**src/rtl/dcache_refill_fsm.sv**
```systemverilog
// D-cache miss sequencer: requests the aligned line, writes beats into the arrays, then releases MEM.
// Optional DCACHE_REFILL_STATS_EN adds miss/stall counters and a busy flag.
module dcache_refill_fsm #(
  parameter int ADDR_WIDTH = 32,
  parameter int DATA_WIDTH = 32,
  parameter int LINE_WORDS = 4,
  parameter int INDEX_BITS = 5,
  localparam int WORD_BITS = $clog2(LINE_WORDS)
) (
  input  logic                  clk,
  input  logic                  rst,
  input  logic                  req_valid,
  input  logic [ADDR_WIDTH-1:0] req_addr,
  input  logic                  tag_hit,
  output logic                  mem_done,
  output logic                  mem_req_valid,
  input  logic                  mem_req_ready,
  output logic [ADDR_WIDTH-1:0] mem_req_addr,
  input  logic                  mem_rsp_valid,
  input  logic [DATA_WIDTH-1:0] mem_rsp_data,
  output logic                  refill_we,
  output logic [INDEX_BITS-1:0] refill_index,
  output logic [WORD_BITS-1:0]  refill_word,
  output logic [DATA_WIDTH-1:0] refill_data,
  output logic                  tag_we
`ifdef DCACHE_REFILL_STATS_EN
  ,
  output logic [31:0]           miss_count,
  output logic [31:0]           stall_cycles,
  output logic [0:0]            fill_busy
`endif
);

  localparam int OFF_BITS = WORD_BITS + 2;
  localparam logic [WORD_BITS-1:0] LAST_BEAT = WORD_BITS'(LINE_WORDS - 1);

  typedef enum logic [1:0] {IDLE = 2'd0, REQ = 2'd1, FILL = 2'd2, COMMIT = 2'd3} state_t;

  state_t                state;
  logic [WORD_BITS-1:0]  beat;
  logic [ADDR_WIDTH-1:0] addr;
  logic                  miss;

  assign miss = req_valid & ~tag_hit;

  // State, beat counter and latched miss address
  always_ff @(posedge clk or posedge rst) begin
    if (rst) begin
      state <= IDLE;
      beat  <= '0;
      addr  <= '0;
    end else begin
      case (state)
        IDLE: begin
          if (miss) begin
            addr  <= req_addr;
            state <= REQ;
          end
        end
        REQ: begin
          if (mem_req_ready) state <= FILL;
        end
        FILL: begin
          if (mem_rsp_valid) begin
            beat <= beat + 1'b1;
            if (beat == LAST_BEAT) state <= COMMIT;
          end
        end
        COMMIT:  state <= IDLE;
        default: state <= IDLE;
      endcase
    end
  end

  // Beat writes and tag commit follow the memory response in the same cycle
  always_comb begin
    mem_done      = 1'b1;
    mem_req_valid = 1'b0;
    refill_we     = 1'b0;
    tag_we        = 1'b0;
    if (!rst) begin
      case (state)
        IDLE: mem_done = ~miss;
        REQ: begin
          mem_done      = 1'b0;
          mem_req_valid = 1'b1;
        end
        FILL: begin
          mem_done  = 1'b0;
          refill_we = mem_rsp_valid;
          tag_we    = mem_rsp_valid & (beat == LAST_BEAT);
        end
        COMMIT:  mem_done = 1'b1;
        default: mem_done = 1'b1;
      endcase
    end else begin
      mem_done = 1'b1;
    end
  end

  assign mem_req_addr = {addr[ADDR_WIDTH-1:OFF_BITS], {OFF_BITS{1'b0}}};
  assign refill_index = addr[OFF_BITS+INDEX_BITS-1:OFF_BITS];
  assign refill_word  = beat;
  assign refill_data  = mem_rsp_data;

`ifdef DCACHE_REFILL_STATS_EN
`ifdef SIMULATION
  function automatic void stats_event(input string name);
  endfunction
`endif

  // Saturating miss and stall counters
  always_ff @(posedge clk or posedge rst) begin
    if (rst) begin
      miss_count   <= 32'd0;
      stall_cycles <= 32'd0;
    end else begin
      if (state == IDLE && miss && miss_count != 32'hFFFF_FFFF)
        miss_count <= miss_count + 32'd1;
      if (!mem_done && stall_cycles != 32'hFFFF_FFFF)
        stall_cycles <= stall_cycles + 32'd1;
`ifdef SIMULATION
      if (state == COMMIT) stats_event("dc_refill");
`endif
    end
  end

  assign fill_busy = 1'(state != IDLE);
`endif

endmodule

```
**config.mk**
```make
export PLATFORM = sky130hd
export DESIGN_NAME = dcache_refill_fsm
export DESIGN_NICKNAME = d
export VERILOG_FILES = /design/src/rtl/dcache_refill_fsm.sv
export SDC_FILE = /design/constraint.sdc
export NUM_CORES = 1
export LEC_CHECK = 0
export CORE_MARGIN = 2
export CORE_UTILIZATION = 32
export DETAILED_ROUTE_END_ITERATION = 8
export HOLD_SLACK_MARGIN = 0.05
export PLACE_DENSITY = 0.92
export SKIP_CTS_REPAIR_TIMING = 1
export SYNTH_ARGS = -nofsm -noshare
export SYNTH_HDL_FRONTEND = slang
export SYNTH_SLANG_ARGS = --single-unit
```
**constraint.sdc**
```tcl
create_clock -name clk -period 2.06 [get_ports clk]
set_input_delay 0.412 -clock clk [delete_from_list [all_inputs] [get_ports clk]]
set_output_delay 0.412 -clock clk [all_outputs]
set_load 0.02 [all_outputs]
```
# Word level (Yosys, flattened, before mapping)
# Cells that the tools add are included.
# W data, S select, Z words.
dict set report classes {
  addsub 1
  eq_ne 8
  muxes 13
  bitwise_logic 4
  n_reduce_logical 5
}
# cell n
set ops {}
lappend ops {{$mux W2} 4}
lappend ops {{$ne A2 B2 Y1 const B} 4}
lappend ops {{$pmux W2 S4} 1}
lappend ops {{$mux W1} 7}
lappend ops {{$eq A2 B2 Y1 const B} 3}
lappend ops {{$reduce_and A2 Y1} 2}
lappend ops {{$reduce_and A4 Y1} 1}
lappend ops {{$pmux W1 S3} 1}
lappend ops {{$add A2 B1 Y2 const B} 1}
lappend ops {{$and A1 B1 Y1} 2}
lappend ops {{$eq A2 B1 Y1 const B} 1}
lappend ops {{$logic_not A2 Y1} 1}
lappend ops {{$not A1 Y1} 2}
lappend ops {{$reduce_or A2 Y1} 1}
dict set report totals {
  reg_bits 36
}

# Longest topological paths before layout
# Gate-level depths: netlist of the first run.
dict set report logic_depth {
  ltp_word 5
  mapped_depth 7
  mapped_depth_nobuf 5
}

# Worst setup path after synthesis of the first run
# No wires, ideal clock.
dict set report synth_timing {
  path_type {input port to output port}
  start {in rst}
  end {out mem_done}
  arrival_time_ns 1.428
  required_ns 1.648
  setup_slack_ns 0.220
  stages 2
  path_cell_list {inv_1 > nand2_1}
}
dict set report synth_via {
  elab_chain_cells 1
}
# element line
set synth_lines {}
lappend synth_lines {{start: declaration} 11} ;# input logic rst,
lappend synth_lines {{$mux W1} 81} ;# if (!rst) begin
lappend synth_lines {{end: declaration} 15} ;# output logic mem_done,
# Every way passes these cells.

# Final worst setup path of the first run
dict set report layout_timing {
  start {reg state[0]}
  end {out mem_done}
}
dict set report layout_via {
  elab_chain_cells 4
  elab_cells_between_ends 7
  classes_between {eq/ne (3); mux (2); reduce/logical (2)}
}
# element line
set layout_lines {}
lappend layout_lines {{start: declaration} 39} ;# state_t state;
lappend layout_lines {{start signal: assignment} 49} ;# state <= IDLE;
lappend layout_lines {{start signal: assignment} 57} ;# state <= REQ;
lappend layout_lines {{start signal: assignment} 61} ;# if (mem_req_ready) state <= FILL;
lappend layout_lines {{$eq A2 B2 Y1 / $eq A2 B1 Y1 (equally long branches)} 82} ;# case (state)
lappend layout_lines {{$reduce_or A2 Y1 (no source line)} --}
lappend layout_lines {{$pmux W1 S3 (*)} 82}
lappend layout_lines {{$mux W1 (*)} 81}
# Mark *: on every way between the ends. The rest lies on a longest branch, timed or not.

==> results of run 1 <==
==> stage by stage <==
step,hold slack (ns),cells,setup slack [ns],TNS (ns)
floorplan,0.526,131,0.220,0
global placement,0.487,232,-0.127,-0.222
detailed placement,0.491,232,-0.164,-0.321
CTS,0.505,240,-0.288,-0.749
global route,0.518,240,0.0217,0
finish,0.498,240,0.153,0
==> metal layers <==
| metal | routed length (um) | vias to the layer above |
|---|---|---|
| met4 | 45 | 0 |
| met2 | 1630 | 61 |
| met1 | 1140 | 509 |
| li1 | - | 457 |
| met5 | 0 | - |
| met3 | 272 | 11 |
==> power by group <==
group | leakage [nW] | total [mW] | switching [mW] | internal [mW]
Sequential | 0.381 | 1.14 | 0.189 | 0.953
Combinational | 0.603 | 1.91 | 0.838 | 1.07
Clock | 0.0645 | 0.646 | 0.219 | 0.426
==> worst min-delay path by stage <==
stage,endpoint,start,slack (ns),depth (start not counted)
2_1_floorplan,state[0],state[0],0.53,1
3_3_place_gp,addr[31],addr[31],0.49,1
3_5_place_dp,refill_word[0],refill_word[0],0.49,1
4_1_cts,refill_word[0],refill_word[0],0.50,1
5_1_grt,addr[31],addr[31],0.52,1
6_report,refill_word[0],refill_word[0],0.50,1
==> worst max-delay path: cells and delay by family (launching register included) <==
| family | cells | cell delay, ns |
|---|---|---|
| flops | 1 | 0.40 |
| simple gates | 2 | 0.19 |
| compound gates | 1 | 0.09 |
| buf+inv | 2 | 0.29 |
| fa+ha+maj | 1 | 0.25 |
==> layout by cell type, fill, tap and decap left out, drive strengths merged <==
cell	instances
clkdlybuf4s50	68
nor2	1
o32a	1
dfrtp	32
mux2	30
conb	4
bufinv	1
nand2	3
o21ai	1
a221oi	1
nand2b	1
clkbuf	8
and2	1
xnor2	1
dlymetal6s2s	3
nand3b	1
buf	3
inv	3
nor2b	2
ha	5
==> state kept, by name, summed over array words and instances (netlist names) <==
register and flops:
refill_word 2, state 2, addr 28
==> area by class of cell <==
type,count,area share (%)
Clock buffer,7,4.18
Clock inverter,1,1.30
Inverter,3,0.489
Multi-Input combinational cell,52,23.0
Sequential cell,32,34.8
Tap cell,70,3.80
Timing Repair Buffer,75,32.4
==> cells by family after synthesis <==
family	count (synthesis)
mux	30
buf+inv	47
xor+xnor	1
flops	32
fa+ha+maj	5
simple gates	9
other cells	1
compound gates	3
==> flow_summary.toml, run 1 <==
[layout]
syn_to_final_growth_pct = 38.1
final_nets = 244
n_antenna_cell = 0
final_area_um2 = 2300
drive_above_1_share_pct = 25.3
multiInputGateArea_um2 = 531
fillers = 476
fin_util_pct = 45.4
regArea_um2 = 801

[placed_design]
dpl-instance-area_um2 = 2170
place.port_buffers = 72
dp_hpwl_mm = 2.36
gp_congestion = 0.730

[critical_path]
crit_required_ns = 1.65
critPathCaptureType = "output pin"
start_kind = "register"
cp_data_arrival_time_ns = 1.49
cp_slowest_cell = "dfrtp_1"
critical-path-max-stage-delay_ns = 0.40
r2r_slack_ns = 0.32
path_class = "reg -> out"
cp_max_fo = 4
crit-reg2reg-capture = "addr[28]"
r2r_cells = 5
r2r_start = "state[0]"
endpoint = "mem_done"
timing.critical_path.from = "state[0]"
path_cells = "inv_1 -> ha_1 -> nand3b_1 -> o21ai_0 -> nand2_1 -> dlymetal6s2s_1"

[logic_synthesis]
ys_seq_area_share_pct = 48.0
synth.most_common_cell = "buf_4"
yosys-top-cells-count = "buf_4, dfrtp_1, mux2_2"
synth-edff-count = 0
syn_inst = 128
synth_top_family_by_area = "multiplexers"
ys.flop_type = "dfrtp_1"
yosysTopAreaCell = "dfrtp_1"
ys_warn_count = 0
synth_area_um2 = 1670
synth_area_leaders = "dfrtp_1, buf_4, mux2_2, mux2_4, ha_1"
synthArstFlopShare_pct = 100
synth_top_area_share_pct = 48.0
ys_ff_latch = 32
syn_area_per_cell_um2 = 13.0
synth_xor_area_share_pct = 0.526
synth_cell_types = 19
synth_compound_area_share_pct = 1.50
synthAdderAreaFrac_pct = 3.75
muxShareOfSynthArea_pct = 22.3
yosys.area_share.simple_pct = 2.85

[routing]
drt_wl_total_mm = 3.09
vias = 1038
drtAntennaViolNets = 0
first_iter_violations = 7
drc = 0
vias_per_cell = 4.33
wire_per_inst_um = 12.9
firstDrtPassIters = 2

[floorplan]
io_pins = 145
core-area_um2 = 5070
dieWidth_um = 76.2
fp-row-count = 26
initial_utilization_pct = 32.8
dieHeight_um = 76.2
die-area_um2 = 5800

[timing]
finalMaxSlewViolations = 0
rsz0062_at_grt = "no"
final.setup_skew_ns = 0.00311
max_clock_freq_ghz = 0.525
layout_worst_path_cycle_share_pct = 92.6
min_period_ns = 1.91
setup_violations = 0
finalHoldViolCount = 0

[global_route]
grt_pass1_wl_mm = 5.17
busiest_layer = "met2"
antenna_found_initial = 0
grt.overflow.total = 0
grt_pass1_vias = 1098
grtUsageTotal_pct = 11.2
gr-usage-met1_pct = 11.5
grt_use_met2_pct = 19.9
grt_max_degree = 33
met3_usage_pct = 4.03

[power]
peakVddDrop_mv = 0.522
p_per_area_nw_per_um2 = 1610
p_total_mw = 3.70
power_leakage_nw = 1.05

[clocking]
cts_htree_levels = 2
clkSinkCount = 32
path_clk_slew_ns = 0.06
clk_latency_ns = 0.27
cts_buffers = 5
cts-root-buf = "clkbuf_8"
cts_tree = "done"
cts_buffer_depth = 2

[outcome]
outcome = "finished, final reports clean"

[hold_path]
hold_class = "reg -> reg"

[flow_run]
max_cap_viol_count = 0
Note: power is estimated with default switching activity, not from simulation.
==> run 2: changes to the inputs <==
Settings changed: SETUP_SLACK_MARGIN from default to 0.15.
==> run 2 against run 1 <==
Net effect:
- register-to-register slack is essentially flat
- clock-buffer cell count did not move
- total power fell by 0.10%
- critical path type unchanged
==> flow_summary.toml, run 2 (synthesis gave the netlist of run 1 again) <==
[outcome]
outcome = "finished, final reports clean"

[floorplan]
dieHeight_um = 76.2
initial_utilization_pct = 32.8
die-area_um2 = 5800
fp-row-count = 26
core-area_um2 = 5070
io_pins = 145
dieWidth_um = 76.2

[layout]
n_antenna_cell = 0
regMostFlops = "addr"
final_nets = 244
final_area_um2 = 2300
mostFrequentLayoutCells = "clkdlybuf4s50_1, dfrtp_1, mux2_2"
drive_above_1_share_pct = 26.5
layout_commonest_cell = "clkdlybuf4s50_1"
fillers = 472
syn_to_final_growth_pct = 38.0
largest_reg_flops = 28

[power]
combPwrFrac_pct = 51.6
power_leakage_nw = 1.04
p_seq_share_pct = 30.9
net-switching-power_mw = 1.25
peakVddDrop_mv = 0.547
clock_power_share_pct = 17.5
p_int_mw = 2.45
swShare_pct = 33.7
p_per_area_nw_per_um2 = 1610

[global_route]
grt.overflow.total = 0
grt_pass1_wl_mm = 5.17
grt_pass1_vias = 1098
grt_max_degree = 33
antenna_found_initial = 0
grtUsageTotal_pct = 11.2

[timing]
max_clock_freq_ghz = 0.538
layout_worst_path_cycle_share_pct = 90.2
finalMaxSlewViolations = 0
min_period_ns = 1.86
setup_slack_ns = 0.203
rsz0062_at_grt = "yes"
whs_ns = 0.498
final.setup_skew_ns = 0.00311
tns_ns = 0
setup_violations = 0
finalHoldViolCount = 0

[critical_path]
r2r_slack_ns = 0.32
path_class = "reg -> out"
r2r_cells = 5
cp_data_arrival_time_ns = 1.45
critical-path-max-stage-delay_ns = 0.40
crit_required_ns = 1.65
cp_slowest_cell = "dfrtp_1"
r2r_start = "state[0]"
start_kind = "register"
crit-reg2reg-capture = "addr[28]"
cp_max_fo = 4
critPathCaptureType = "output pin"
path_cells = "inv_1 -> ha_1 -> nand3b_1 -> o21ai_0 -> nand2_1 -> clkbuf_2"

[routing]
wire_per_inst_um = 12.8
drc = 0
firstDrtPassIters = 2
vias_per_cell = 4.33
first_iter_violations = 8
drt_wl_total_mm = 3.07
vias = 1040
drtAntennaViolNets = 0

[clocking]
cts_tree = "done"
clkSinkCount = 32
path_clk_slew_ns = 0.06
cts_htree_levels = 2
cts_buffers = 5
cts_buffer_depth = 2
cts-root-buf = "clkbuf_8"
clk_latency_ns = 0.27

[placed_design]
dp_hpwl_mm = 2.36
dpl-instance-area_um2 = 2170
place.port_buffers = 72
pre_cts_ws_ns = -0.164
gp_congestion = 0.730

[flow_run]
max_cap_viol_count = 0

[hold_path]
hold_class = "reg -> reg"
min_path_cells = 1
hp-start = "refill_word[0]"
holdPathEnd = "refill_word[0]"
## run 2: cell types whose count changed in the layout (fill, tap and decap cells not counted), sizes merged
cell	previous run	this run
buf	3	4
dlymetal6s2s	3	2
## run 2: layout make-up
class | count | area [um^2] | share of cell area (%)
multi-input cells | 52 | 533 | 23.2
clock buffers | 7 | 96.3 | 4.19
flip-flops and latches | 32 | 801 | 34.8
well taps | 70 | 87.6 | 3.81
clock inverters | 1 | 30.0 | 1.31
repair buffers | 75 | 741 | 32.2
inverters | 3 | 11.3 | 0.490
## run 2: worst max path at each step
stage	slack [ns]	from	to	cells after the start
2_1_floorplan	0.22	rst	mem_done	2
3_3_place_gp	-0.13	mem_rsp_valid	tag_we	5
3_5_place_dp	-0.16	mem_rsp_valid	tag_we	5
4_1_cts	-0.29	state[0]	tag_we	6
5_1_grt	0.09	state[0]	mem_done	6
6_report	0.20	state[0]	mem_done	6
## run 2: metal layers
| layer | global-route usage, % | vias up | routed length, um |
|---|---|---|---|
| li1 | - | 458 | - |
| met1 | 11.5 | 510 | 1140 |
| met2 | 19.9 | 61 | 1610 |
| met3 | 4.03 | 11 | 272 |
| met4 | 5.82 | 0 | 45 |
| met5 | 0 | - | 0 |
## run 2: power groups by stage
stage	sequential (mW)	clock (mW)	combinational [mW]
final	1.14	0.646	1.91
after global routing	1.19	0.702	2.03
after CTS	1.15	0.676	1.94
after detailed placement	1.16	0	1.94
after global placement	1.13	0	1.90
after floorplan	1.51	0	0.832
## run 2: worst max-delay path: cells and delay by family (launching register included)
| family | cells | cell delay (ns) |
|---|---|---|
| flops | 1 | 0.40 |
| simple gates | 2 | 0.19 |
| compound gates | 1 | 0.09 |
| fa+ha+maj | 1 | 0.25 |
| buf+inv | 2 | 0.24 |
## run 2: per-stage QoR
step	total power [mW]	util, %	cells
finish	3.69	45.3	240
global route	3.92	45.3	240
CTS	3.77	45.3	240
detailed placement	3.10	42.8	232
global placement	3.03	42.8	232
floorplan	2.34	-	131
